--- config.mk ---
export PLATFORM = sky130hd
export DESIGN_NAME = rs_issue_queue
export DESIGN_NICKNAME = d
export VERILOG_FILES = /design/src/rtl/ooo_pkg.sv /design/src/rtl/rs_age_matrix.sv /design/src/rtl/rs_issue_queue.sv
export SDC_FILE = /design/constraint.sdc
export NUM_CORES = 1
export LEC_CHECK = 0
export ABC_AREA = 1
export CAP_MARGIN = 10
export CELL_PAD_IN_SITES_DETAIL_PLACEMENT = 1
export CELL_PAD_IN_SITES_GLOBAL_PLACEMENT = 1
export CORE_AREA = 4 4 247 249
export DETAILED_ROUTE_END_ITERATION = 16
export DIE_AREA = 0 0 251 253
export GPL_TIMING_DRIVEN = 0
export PLACE_DENSITY = 0.78
export REMOVE_ABC_BUFFERS = 1
export SYNTH_ARGS = -nofsm -noshare
export SYNTH_HDL_FRONTEND = slang
export SYNTH_SLANG_ARGS = --single-unit
--- constraint.sdc ---
create_clock -name clk -period 13.55 [get_ports clk]
set_clock_uncertainty 0.2 [all_clocks]
set_input_delay 4.065 -clock clk [delete_from_list [all_inputs] [get_ports clk]]
set_output_delay 4.065 -clock clk [all_outputs]
set_load 0.03 [all_outputs]
--- src/rtl/ooo_pkg.sv ---
// Shared widths and record types for the out-of-order backend.
// The reservation-station entry and the registered issue slot live here.
package ooo_pkg;

  localparam int PREG_W = 7;
  localparam int ROB_W  = 5;
  localparam int OP_W   = 6;

  typedef struct packed {
    logic              valid;
    logic [OP_W-1:0]   op;
    logic [PREG_W-1:0] pd;
    logic [PREG_W-1:0] ps1;
    logic [PREG_W-1:0] ps2;
    logic              s1_rdy;
    logic              s2_rdy;
    logic [ROB_W-1:0]  rob_tag;
  } rs_entry_t;

  typedef struct packed {
    logic              valid;
    logic [OP_W-1:0]   op;
    logic [PREG_W-1:0] pd;
    logic [PREG_W-1:0] ps1;
    logic [PREG_W-1:0] ps2;
    logic [ROB_W-1:0]  rob_tag;
  } issue_slot_t;

  // True when any of the three writeback broadcasts produces preg ps.
  function automatic logic wb_match(
    input logic              aluEn,
    input logic [PREG_W-1:0] aluPd,
    input logic              bEn,
    input logic [PREG_W-1:0] bPd,
    input logic              memEn,
    input logic [PREG_W-1:0] memPd,
    input logic [PREG_W-1:0] ps
  );
    return (aluEn && (aluPd == ps)) || (bEn && (bPd == ps)) || (memEn && (memPd == ps));
  endfunction

endpackage

--- src/rtl/rs_age_matrix.sv ---
// Age matrix: r_age[i][j]=1 means entry i is older than entry j.
// Grants the one requesting entry that no other requester is older than.
module rs_age_matrix #(
  parameter int DEPTH = 8
) (
  input  logic             clk,
  input  logic             reset,
  input  logic [DEPTH-1:0] i_set,
  input  logic [DEPTH-1:0] i_clr,
  input  logic [DEPTH-1:0] i_req,
  output logic [DEPTH-1:0] o_grant
);

  logic [DEPTH-1:0] r_age [DEPTH];

  // A newly written entry is younger than everyone: clear its row, set its column.
  always_ff @(posedge clk or posedge reset) begin
    if (reset) begin
      for (int i = 0; i < DEPTH; i++) r_age[i] <= '0;
    end else begin
      for (int i = 0; i < DEPTH; i++) begin
        for (int j = 0; j < DEPTH; j++) begin
          if (i_set[i])                r_age[i][j] <= 1'b0;
          else if (i_set[j] && i != j) r_age[i][j] <= 1'b1;
          else if (i_clr[i])           r_age[i][j] <= 1'b0;
        end
      end
    end
  end

  always_comb begin
    o_grant = '0;
    for (int i = 0; i < DEPTH; i++) begin
      o_grant[i] = i_req[i];
      for (int j = 0; j < DEPTH; j++) begin
        if (j != i && i_req[j] && r_age[j][i]) o_grant[i] = 1'b0;
      end
    end
  end

endmodule

--- src/rtl/rs_issue_queue.sv ---
// Reservation-station issue queue: holds uops until both sources are ready,
// wakes them from the three writeback buses, and issues the oldest ready one.
module rs_issue_queue
  import ooo_pkg::*;
#(
  parameter int DEPTH = 8
) (
  input  logic              clk,
  input  logic              reset,
  input  logic              flush,
  input  logic              disp_valid,
  output logic              disp_ready,
  input  logic [OP_W-1:0]   disp_op,
  input  logic [PREG_W-1:0] disp_pd,
  input  logic [PREG_W-1:0] disp_ps1,
  input  logic [PREG_W-1:0] disp_ps2,
  input  logic              disp_ps1_rdy,
  input  logic              disp_ps2_rdy,
  input  logic [ROB_W-1:0]  disp_rob_tag,
  input  logic              wb_alu_en,
  input  logic [PREG_W-1:0] wb_alu_pd,
  input  logic              wb_b_en,
  input  logic [PREG_W-1:0] wb_b_pd,
  input  logic              wb_mem_en,
  input  logic [PREG_W-1:0] wb_mem_pd,
  output logic              issue_valid,
  output logic [PREG_W-1:0] issue_ps1,
  output logic [PREG_W-1:0] issue_ps2,
  output logic [PREG_W-1:0] issue_pd,
  output logic [OP_W-1:0]   issue_op,
  output logic [ROB_W-1:0]  issue_rob_tag,
  input  logic              fu_ready
);

  localparam int IDX_W = (DEPTH > 1) ? $clog2(DEPTH) : 1;

  rs_entry_t   r_ent [DEPTH];
  issue_slot_t r_slot;

  logic [DEPTH-1:0] w_s1Hit, w_s2Hit, w_ready, w_grant, w_dispSet, w_issueClr;
  logic             w_hasFree, w_load, w_issueFire, w_dispFire;
  logic [IDX_W-1:0] w_freeIdx;
  rs_entry_t        w_newEnt;
  issue_slot_t      w_selSlot;

  // Same-cycle wakeup counts towards readiness so a broadcast can select immediately.
  always_comb begin
    for (int i = 0; i < DEPTH; i++) begin
      w_s1Hit[i] = wb_match(wb_alu_en, wb_alu_pd, wb_b_en, wb_b_pd, wb_mem_en, wb_mem_pd, r_ent[i].ps1);
      w_s2Hit[i] = wb_match(wb_alu_en, wb_alu_pd, wb_b_en, wb_b_pd, wb_mem_en, wb_mem_pd, r_ent[i].ps2);
      w_ready[i] = r_ent[i].valid && (r_ent[i].s1_rdy || w_s1Hit[i]) && (r_ent[i].s2_rdy || w_s2Hit[i]);
    end
  end

  always_comb begin
    w_hasFree = 1'b0;
    w_freeIdx = '0;
    for (int i = DEPTH - 1; i >= 0; i--) begin
      if (!r_ent[i].valid) begin
        w_hasFree = 1'b1;
        w_freeIdx = IDX_W'(i);
      end
    end
  end

  rs_age_matrix #(.DEPTH(DEPTH)) u_age (
    .clk     (clk),
    .reset   (reset),
    .i_set   (w_dispSet),
    .i_clr   (w_issueClr),
    .i_req   (w_ready),
    .o_grant (w_grant)
  );

  assign w_load      = !r_slot.valid || fu_ready;
  assign w_issueFire = w_load && (|w_ready) && !flush;
  assign w_issueClr  = w_issueFire ? w_grant : '0;
  assign w_dispFire  = disp_valid && w_hasFree && !flush;
  assign w_dispSet   = w_dispFire ? (DEPTH'(1) << w_freeIdx) : '0;

  always_comb begin
    w_newEnt         = '0;
    w_newEnt.valid   = 1'b1;
    w_newEnt.op      = disp_op;
    w_newEnt.pd      = disp_pd;
    w_newEnt.ps1     = disp_ps1;
    w_newEnt.ps2     = disp_ps2;
    w_newEnt.rob_tag = disp_rob_tag;
    w_newEnt.s1_rdy  = disp_ps1_rdy |
                       wb_match(wb_alu_en, wb_alu_pd, wb_b_en, wb_b_pd, wb_mem_en, wb_mem_pd, disp_ps1);
    w_newEnt.s2_rdy  = disp_ps2_rdy |
                       wb_match(wb_alu_en, wb_alu_pd, wb_b_en, wb_b_pd, wb_mem_en, wb_mem_pd, disp_ps2);
  end

  always_comb begin
    w_selSlot = '0;
    for (int i = 0; i < DEPTH; i++) begin
      if (w_grant[i]) begin
        w_selSlot.valid   = 1'b1;
        w_selSlot.op      = r_ent[i].op;
        w_selSlot.pd      = r_ent[i].pd;
        w_selSlot.ps1     = r_ent[i].ps1;
        w_selSlot.ps2     = r_ent[i].ps2;
        w_selSlot.rob_tag = r_ent[i].rob_tag;
      end
    end
  end

  // The dispatch target is free in registered state, so it never collides with the issued entry.
  always_ff @(posedge clk or posedge reset) begin
    if (reset) begin
      for (int i = 0; i < DEPTH; i++) r_ent[i] <= '0;
    end else if (flush) begin
      for (int i = 0; i < DEPTH; i++) r_ent[i].valid <= 1'b0;
    end else begin
      for (int i = 0; i < DEPTH; i++) begin
        if (w_dispSet[i]) begin
          r_ent[i] <= w_newEnt;
        end else begin
          if (w_issueClr[i]) r_ent[i].valid  <= 1'b0;
          if (w_s1Hit[i])    r_ent[i].s1_rdy <= 1'b1;
          if (w_s2Hit[i])    r_ent[i].s2_rdy <= 1'b1;
        end
      end
    end
  end

  always_ff @(posedge clk or posedge reset) begin
    if (reset) begin
      r_slot <= '0;
    end else if (flush) begin
      r_slot <= '0;
    end else if (w_load) begin
      if (|w_ready) r_slot       <= w_selSlot;
      else          r_slot.valid <= 1'b0;
    end
  end

  assign disp_ready    = w_hasFree;
  assign issue_valid   = r_slot.valid;
  assign issue_ps1     = r_slot.ps1;
  assign issue_ps2     = r_slot.ps2;
  assign issue_pd      = r_slot.pd;
  assign issue_op      = r_slot.op;
  assign issue_rob_tag = r_slot.rob_tag;

endmodule
# [Word-level counts from Yosys, hierarchy flattened]
# Cells that the tools add are included.
# W data, S select, Z words.
[totals] latchBits=0 output_inout_bits=34 reg_bits=369 in_bits=63 mem_count=0 word_cells=723 ramBits=0 romBits=0
[op_classes] n_eq_ne=54 mux=246 mul=0 n_shift=1 order_cmp=0 n_reduce_logical=293 bitwise=3 div=0 add_sub_neg=0
[op_table] op="$eq A7 B7 Y1" count=54
[op_table] op="$mux W33" count=10
[op_table] op="$mux W1" count=217
[op_table] op="$reduce_bool A3 Y1" count=64
[op_table] op="$logic_and A1 B1 Y1" count=130
[op_table] op="$logic_or A1 B1 Y1" count=53
[op_table] op="$reduce_and A2 Y1" count=25
[op_table] op="$reduce_bool A2 Y1" count=18
[op_table] op="$mux W32" count=1
[op_table] op="$mux W3" count=8
[op_table] op="$mux W2" count=8
[op_table] op="$mux W8" count=2
[op_table] op="$reduce_or A8 Y1" count=1
[op_table] op="$shl A1 B3 Y8 const A" count=1
[op_table] op="$logic_not A1 Y1" count=2
[op_table] op="$or A1 B1 Y1" count=2
[op_table] op="$not A1 Y1" count=1

# [Depth between registers and ports, before layout]
# Gate-level depths: netlist of run 1.
[logic_depth] depth_word=26 mapped_depth=27

# [Cells and area by module]
# Synthesis of run 1 repeated with hierarchy kept, for this count alone.
[unflattened] cells_unflattened=3413 area_unflattened_um2=23019.6
[modules_own_cells] module="rs_issue_queue" cells_per_inst=3076 instances=1 seq_area_each_um2=7832.5 area_each_um2=20363.3
[modules_own_cells] module="rs_age_matrix" cells_per_inst=337 instances=1 seq_area_each_um2=1401.3 area_each_um2=2656.3

# [Least setup slack after synthesis of run 1]
# OpenSTA, ideal clock, no wires.
[synth_timing] kind="input to register" startpoint="in wb_alu_pd[6]" endpoint="reg r_slot (netlist bit issue_ps2[0])" n_path_buf=4 path_stages=26 setup_time_ps=117 path_slack_ps=7199 t_arrival_ps=6034 required_time_ps=13233 cell_sequence="buf_4 inv_2 buf_6 nand2_1 nand2_1 nor2_1 nand2_1 nor2_1 nor2_1 nand2_2 nand3_2 inv_2 nand2_1 nand2_1 nor2_1 nand2_4 inv_2 buf_6 buf_6 nand3_1 nand3_1 nand2_1 nand2_1 nand2_1 nand2_1 nand2_1"
[synth_via] elab_chain_len=26 elab_cells_between_ends=222 classes_between="16 x eq/ne; 67 x mux; 139 x reduce/logical"
[synth_lines] item="from (decl)" line="rs_issue_queue.sv:21" source="input logic [PREG_W-1:0] wb_alu_pd,"
[synth_lines] item="$eq A7 B7 Y1" line="ooo_pkg.sv:39" source="return (aluEn && (aluPd == ps)) || (bEn && (bPd == ps)) || (memEn && (memPd == ps));"
[synth_lines] item="$logic_and A1 B1 Y1" line="ooo_pkg.sv:39"
[synth_lines] item="$logic_or A1 B1 Y1 (2 in series)" line="ooo_pkg.sv:39"
[synth_lines] item="$logic_or A1 B1 Y1" line="rs_issue_queue.sv:51" source="w_ready[i] = r_ent[i].valid && (r_ent[i].s1_rdy || w_s1Hit[i]) && (r_ent[i].s2_rdy || w_s2Hit[i]);"
[synth_lines] item="$logic_and A1 B1 Y1 (2 in series)" line="rs_issue_queue.sv:51"
[synth_lines] item="$logic_and A1 B1 Y1" line="rs_age_matrix.sv:36" source="if (j != i && i_req[j] && r_age[j][i]) o_grant[i] = 1'b0;"
[synth_lines] item="$mux W1 (7 in series)" line="rs_age_matrix.sv:36"
[synth_lines] item="$mux W33 (8 in series)" line="rs_issue_queue.sv:98" source="if (w_grant[i]) begin"
[synth_lines] item="$mux W32" line="rs_issue_queue.sv:134" source="if (|w_ready) r_slot <= w_selSlot;"
[synth_lines] item="$mux W33" line="rs_issue_queue.sv:133" source="end else if (w_load) begin"
[synth_lines] item="$mux W33" line="rs_issue_queue.sv:131" source="end else if (flush) begin"
[synth_lines] item="to (signal assigned)" line="rs_issue_queue.sv:134"
[synth_lines] item="to (decl)" line="rs_issue_queue.sv:38" source="issue_slot_t r_slot;"
# Several ways; a longest one is shown, not always the timed one. The select of a mux whose other input is x is not followed.
# A chain may end at the register's enable or synchronous reset.

# [Worst setup path after layout of run 1]
[layout_timing] startpoint="in wb_b_pd[3]" endpoint="reg u_age.r_age[2] in the netlist's numbering"
[layout_via] elab_chain_len=17 elab_cells_between_ends=115 classes_between="16 x eq/ne; 8 x mux; 91 x reduce/logical"
[layout_lines] item="from (decl)" line="rs_issue_queue.sv:23" source="input logic [PREG_W-1:0] wb_b_pd,"
[layout_lines] item="$eq A7 B7 Y1" line="ooo_pkg.sv:39"
[layout_lines] item="$logic_and A1 B1 Y1" line="ooo_pkg.sv:39"
[layout_lines] item="$logic_or A1 B1 Y1 (2 in series)" line="ooo_pkg.sv:39"
[layout_lines] item="$logic_or A1 B1 Y1" line="rs_issue_queue.sv:51"
[layout_lines] item="$logic_and A1 B1 Y1 (2 in series)" line="rs_issue_queue.sv:51"
[layout_lines] item="$logic_and A1 B1 Y1" line="rs_age_matrix.sv:36"
[layout_lines] item="$mux W1 (7 in series)" line="rs_age_matrix.sv:36"
[layout_lines] item="$mux W8 *" line="rs_issue_queue.sv:77" source="assign w_issueClr = w_issueFire ? w_grant : '0;"
[layout_lines] item="$reduce_bool A3 Y1 (no line) *"
[layout_lines] item="to (signal, indexed assignment)" line="rs_age_matrix.sv:23" source="if (i_set[i]) r_age[i][j] <= 1'b0;"
[layout_lines] item="to (signal, indexed assignment)" line="rs_age_matrix.sv:24" source="else if (i_set[j] && i != j) r_age[i][j] <= 1'b1;"
[layout_lines] item="to (signal, indexed assignment)" line="rs_age_matrix.sv:25" source="else if (i_clr[i]) r_age[i][j] <= 1'b0;"
[layout_lines] item="to (decl)" line="rs_age_matrix.sv:14" source="logic [DEPTH-1:0] r_age [DEPTH];"
# Mark *: on every way between the ends. The rest lies on a longest branch, timed or not.

==> results.ini, run 1 <==
[run_status]
status=completed

[floorplan]
initial_core_util_pct=39.90
coreArea_mm2=0.05869
die_w_um=251
die_y_um=253
dieArea_mm2=0.06350
rows=89
ios=97

[critical_path]
cp.arrival_ps=10060
critPathBufInv=4
slowest_delay_ps=1400
critPathSlowestCell=clkdlybuf4s50_1
worstPathMaxFanout=45
rrSetupSlack_ps=8710
reg2reg_to=u_age.r_age[2]
cp_num_cells=18
path_cells=clkdlybuf4s50_1 > inv_4 > nand2_1 > o21ai_0 > nor2_1 > nand2_1 > nor2_1 > nor2_1 > nand2_2 > nand3_2 > inv_2 > nand3_1 > a21oi_2 > nand4_2 > inv_2 > nand2_2 > nand2_1 > a21oi_1
critPathLaunch=wb_b_pd[3]
critPathRequiredTime_ps=13790
critPathKind=input pin to register
r2r-start=r_ent[17]
path_delay_family=buffers and inverters
r2r_cells=16
end_kind=register
start_kind=input pin

[timing]
tightest_slew_ps=1406
slew_viol_final=0
max-slew-margin-rel_pct=5.982
rsz0062_at_grt=no
min_period_ps=9819
setup_viol=0
max_freq_mhz=101.8
finalCritPeriodShare_pct=72.46
whs_ps=272.7
hold_violations=0

[min_path]
holdPathEnd=u_age.r_age[36]
min-delay-start=u_age.r_age[36]
worstHoldPathType=register to register
holdPathStages=2

[synthesis]
syn_inst=3525
synthTopCellsByArea=dfrtp_1 (39%), nand2_1 (22%), o21ai_0 (8.3%)
synth_enable_flop_cells=0
synth_flop_cell=dfrtp_1
synth.ff_latch_count=369
ys_seq_area_share_pct=39.43
async_reset_ff_share_pct=100.0
synth.top_cell.area_share_pct=39.43
avgSynthCellArea_um2=6.643
synth_area_mm2=0.02342
synth_area_leader_cell=dfrtp_1
synth.distinct_cells=52
synth_warnings=0

[drt]
drtPass1Iterations=6
vias_per_cell=5.592
top_layer_used=met4
routedLengthMet1_mm=42.17
wl_per_cell_um=22.96
routed_wl_mm=98.90
vias=24080
wl_met3_mm=7.764
wl_met2_mm=44.57
antenna_left=0
drtIter0Drc=2331
drc=0

[pwr]
pwr-share-clk_pct=39.7
power_frac_seq_pct=41.7
power_density_mw_per_mm2=123.3
leakagePower_uw=0.01333
ir_drop_v=0.00008515
total_power_uw=3266
comb_power_share_pct=18.5
switching_share_pct=32.17
p_sw_uw=1051
internal_power_uw=2216

[clocking]
cts.clk_slew.worst_paths_ps=60
clkLatencyLatePin_ps=590
post_cts_buffers=0
cts_resized=0
cts-root-buf=clkbuf_16
postCtsHoldBufs=0
numClockSinks=369
htreeDepth=2
cts_buffers=44
cts.path.max_buffers=3
cts_tree=built

[final_layout]
drive_above_1_share_pct=6.878
nets=3562
area_growth_pct=13.13

[grt]
grt_max_degree=124
overflow=0
grt_pass1_vias=24210
grt_pass1_wl_mm=149.3
antenna_found_initial=1
grt_usage_pct=30.55

[place]
place_congestion=0.9187
io_buffer_count=96
dp_hpwl_mm=63.51

[flow_run]
max_cap_viol_count=0

## metrics by stage
step | util (%) | std cells | instance area (um^2) | setup TNS [ps] | worst slack (ps)
2_1_floorplan | - | 3329 | 22300 | -354430 | -960.5
3_3_place_gp | 41.28 | 4198 | 24220 | -2371530 | -6483
3_5_place_dp | 42.38 | 4223 | 24870 | 0 | 3237
4_1_cts | 45.03 | 4303 | 26430 | 0 | 3853
5_1_grt | 45.14 | 4307 | 26490 | 0 | 3676
6_report | 45.14 | 4307 | 26490 | 0 | 3731
## layout by cell type (no fill, tap or decap), types with 23 or more instances in the layout
cell type,synthesis,layout
xor2_1,38,38
inv_2,30,32
clkbuf_16,0,44
o21ai_0,388,388
nand3_1,138,136
nand4_1,23,23
o21ai_1,67,67
nand2_1,1391,1388
dfrtp_1,369,369
xnor2_1,30,30
nor2_1,326,323
nand3_2,37,38
a21oi_1,58,58
inv_1,299,296
clkdlybuf4s50_1,0,93
## power by group through the flow
| stage | sequential, uW | clock [uW] | combinational, uW |
|---|---|---|---|
| 6_report | 1360 | 1300 | 605 |
| 5_1_grt | 1380 | 1360 | 675 |
| 4_1_cts | 1360 | 1310 | 595 |
| 3_5_place_dp | 1370 | 0 | 587 |
| 3_3_place_gp | 1370 | 0 | 551 |
| 2_1_floorplan | 1340 | 0 | 373 |
## synth_stat cells, types with 3 or more instances
master / number
nand2_1: 1391
o21ai_0: 388
dfrtp_1: 369
nor2_1: 326
inv_1: 299
nand3_1: 138
clkbuf_1: 75
o21ai_1: 67
a21oi_1: 58
buf_2: 57
xor2_1: 38
nand3_2: 37
inv_2: 30
xnor2_1: 30
buf_6: 25
buf_4: 24
nand4_1: 23
o22ai_1: 21
nand2_2: 20
buf_1: 10
clkinv_1: 10
nor2_2: 9
a31oi_1: 7
inv_4: 7
nor3_1: 6
o211ai_1: 6
nor4_1: 5
o2111ai_1: 5
a221oi_1: 4
a2111oi_0: 3
a21oi_2: 3
buf_8: 3
nor2_4: 3
## worst max-delay path by stage
stage / endpoint / slack (ps)
3_5_place_dp: u_age.r_age[0] / 3240
4_1_cts: u_age.r_age[5] / 3850
2_1_floorplan: issue_op[0] / -960
3_3_place_gp: u_age.r_age[46] / -6480
5_1_grt: r_ent[34] / 3680
6_report: u_age.r_age[2] / 3730
## worst min-delay path: cells and delay by family, from the launching register on
family,cells,cell delay [ps]
simple gates,2,100
flops,1,340
## final cells by class
cell class	count	area, um^2
sequential	369	9234
clock inverter	19	292.8
timing repair buffer	124	1594
fill	7580	32190
antenna	1	2.502
multi-input combinational	2611	11790
tap	773	967.2
inverter	349	1344
clock buffer	61	1265
## cell families after synthesis
family / share of synthesized area, %
simple gates: 34.41
compound gates: 13.12
buf+inv: 10.49
flops: 39.43
xor+xnor: 2.543
## flip-flops by register name (all words and copies together) (netlist names)
register	count
issue_ps2	7
r_ent	280
issue_rob_tag	5
issue_ps1	7
issue_op	6
issue_pd	7
u_age.r_age	56
issue_valid	1
## per-layer routing
| metal | vias up | GRT usage (%) |
|---|---|---|
| met5 | - | 0 |
| met4 | 0 | 13.16 |
| met3 | 230 | 5.372 |
| met2 | 957 | 48.31 |
| met1 | 11920 | 41.47 |
| li1 | 10980 | - |
No activity file was read; power rests on OpenSTA's default activity.
==> run 2: changes to the inputs <==
CORE_AREA = 4 4 234 236   (was 4 4 247 249)
DIE_AREA = 0 0 238 240   (was 0 0 251 253)
PLACE_DENSITY = 0.83   (was 0.78)
clock period = 9.3 ns   (was 13.55 ns; I/O delays follow)
==> run 2 against run 1 <==
Final cell count fell by 2.1%. Final area fell by 0.68%. Clock-buffer cell count rose by 3. Sequential power grew 46%. Sequential cell count unchanged. Via count increased by 3.1%. Clock power rose by 44%. Sequential share of layout area up 0.24 points. Combinational power increased by 49%. Critical path depth unchanged. Wire length grew 2.3%. Critical path type unchanged. Global-route usage is 4.2 points higher.
==> results.ini, run 2 (same netlist as run 1, synthesis figures left out) <==
[place]
place_congestion=0.9654  ; was 0.9187
io_buffer_count=96  ; unchanged
dp_hpwl_mm=64.89  ; was 63.51 mm
dp.cells=4130  ; was 4223

[final_layout]
top_register=r_ent  ; unchanged
largestRegisters=r_ent: 280 flops, u_age.r_age: 56 flops  ; unchanged
final_cell_mix=nand2_1 (1388), o21ai_0 (388), dfrtp_1 (369)  ; unchanged
mostFrequentLayoutCell=nand2_1  ; unchanged
nets=3560  ; was 3562
final-instance-count-excl-fill=4217  ; was 4307
area_growth_pct=12.36  ; was 13.13%
largest_reg_flops=280  ; unchanged
drive_above_1_share_pct=6.716  ; was 6.878%
n_antenna_cell=0  ; was 1
fin_util_pct=50.17  ; was 45.14%

[pwr]
pwr-share-clk_pct=39.4  ; was 39.7%
ir_drop_v=0.0001477  ; was 0.00008515 V
comb_power_share_pct=18.9  ; was 18.5%
power_frac_seq_pct=41.7  ; about the same
p_sw_uw=1556  ; was 1051 uW
power_density_mw_per_mm2=180.8  ; was 123.3 mW/mm^2
internal_power_uw=3201  ; was 2216 uW
switching_share_pct=32.71  ; was 32.17%
leakagePower_uw=0.01329  ; was 0.01333 uW

[clocking]
cts.clk_slew.worst_paths_ps=60  ; about the same
cts-root-buf=clkbuf_16  ; unchanged
cts_buffers=45  ; was 44
cts_tree=built  ; unchanged
clkLatencyLatePin_ps=600  ; was 590 ps
cts_resized=0  ; unchanged
htreeDepth=2  ; unchanged
cts.path.max_buffers=3  ; unchanged
numClockSinks=369  ; unchanged
post_cts_buffers=0  ; unchanged
postCtsHoldBufs=0  ; unchanged

[floorplan]
rows=84  ; was 89
die_w_um=238  ; was 251 um
ios=97  ; unchanged
initial_core_util_pct=44.65  ; was 39.90%
dieArea_mm2=0.05712  ; was 0.06350 mm^2
coreArea_mm2=0.05245  ; was 0.05869 mm^2
die_y_um=240  ; was 253 um

[drt]
vias_per_cell=5.888  ; was 5.592
vias=24830  ; was 24080
drtIter0Drc=2380  ; was 2331
drc=0  ; unchanged
antenna_left=0  ; unchanged
drtPass1Iterations=5  ; was 6
routed_wl_mm=101.2  ; was 98.90 mm
wl_per_cell_um=23.99  ; was 22.96 um

[critical_path]
crit_top_cell=nand2_1
worstPathMaxFanout=45  ; unchanged
start_kind=input pin  ; unchanged
critPathSlowestCell=clkdlybuf4s50_1  ; unchanged
cp.arrival_ps=8910  ; was 10060 ps
critPathKind=input pin to register  ; unchanged
slowest_delay_ps=1310  ; was 1400 ps
path_cells=clkdlybuf4s50_1 > inv_2 > o21ai_1 > nor2_1 > nand2_1 > nor2_1 > nor2_1 > nand2_1 > nand3_2 > inv_2 > nand2_1 > o21ai_0 > inv_1 > nand4_2 > inv_2 > nand2_2 > nand2_1 > a21oi_1  ; was clkdlybuf4s50_1 > inv_4 > nand2_1 > o21ai_0 > nor2_1 > nand2_1 > nor2_1 > nor2_1 > nand2_2 > nand3_2 > inv_2 > nand3_1 > a21oi_2 > nand4_2 > inv_2 > nand2_2 > nand2_1 > a21oi_1
end_kind=register  ; unchanged
critPathRequiredTime_ps=9540  ; was 13790 ps

[timing]
finalCritPeriodShare_pct=93.23
max-slew-margin-rel_pct=6.825  ; was 5.982%
max_freq_mhz=115.3
min_period_ps=8671
setup_viol=0  ; unchanged
rsz0062_at_grt=no  ; unchanged
slew_viol_final=0  ; unchanged
hold_violations=0  ; unchanged
tightest_slew_ps=1393  ; was 1406 ps

[grt]
overflow=0  ; unchanged
grt_pass1_vias=25590  ; was 24210
antenna_found_initial=1  ; unchanged
grt_max_degree=118  ; was 124
grt_pass1_wl_mm=153.4  ; was 149.3 mm
grt_usage_pct=34.75  ; was 30.55%

[flow_run]
max_cap_viol_count=0  ; unchanged

[run_status]
status=completed  ; unchanged

[min_path]
worstHoldPathType=register to register  ; unchanged

run 2: through the flow:
step | setup TNS (ps) | cell area (um^2) | hold WS [ps] | power, uW | worst slack, ps
after detailed placement | -273.4 | 24590 | 262.9 | 2861 | -57.58
after global routing | 0 | 26310 | 297.9 | 4950 | 485.4
after floorplan | -1452200 | 22300 | 241.9 | 2489 | -3936
final | 0 | 26310 | 276.9 | 4757 | 629.5
after global placement | -3343530 | 24120 | 254.2 | 2780 | -9055
after CTS | 0 | 26130 | 277.4 | 4728 | 520.5
run 2: worst paths after layout:
path	slack, ps	end	depth (start not counted)	from
setup / recovery	630	u_age.r_age[6]	18	wb_b_pd[0]
hold / removal	280	issue_rob_tag[3]	2	issue_rob_tag[3]
setup reg to reg	4300	u_age.r_age[6]	17	r_ent[19]
hold reg to reg	280	issue_rob_tag[3]	2	issue_rob_tag[3]
max in group asynchronous	5010	r_ent[151]	4	reset
min in group asynchronous	2460	issue_rob_tag[3]	2	reset
run 2: worst max-delay path: cells and delay by family:
kind	cells	cell delay (ps)
buffers and inverters	5	3370
AND/OR/NAND/NOR	10	2200
AO/OA/AOI/OAI	3	470
run 2: cell type report:
cell class | count | area [um^2]
repair buffers | 121 | 1539
fillers | 6829 | 26130
clock inverters | 15 | 225.2
clock buffers | 64 | 1309
multi-input cells | 2611 | 11800
inverters | 349 | 1344
flip-flops and latches | 369 | 9234
well taps | 688 | 860.8
run 2: per-layer routing:
metal / routed length, um / up-vias / global-route usage, %
met2: 45610 / 1264 / 55.60
met1: 40160 / 12240 / 44.61
met5: 13 / - / 0
li1: - / 10970 / -
met3: 9520 / 352 / 7.731
met4: 5878 / 2 / 17.59
run 2: power by group through the flow:
stage | logic (uW) | registers (uW) | clock network [uW]
2_1_floorplan | 544 | 1950 | 0
3_3_place_gp | 792 | 1990 | 0
6_report | 900 | 1990 | 1870
5_1_grt | 994 | 2010 | 1950
4_1_cts | 871 | 1980 | 1880
3_5_place_dp | 861 | 2000 | 0
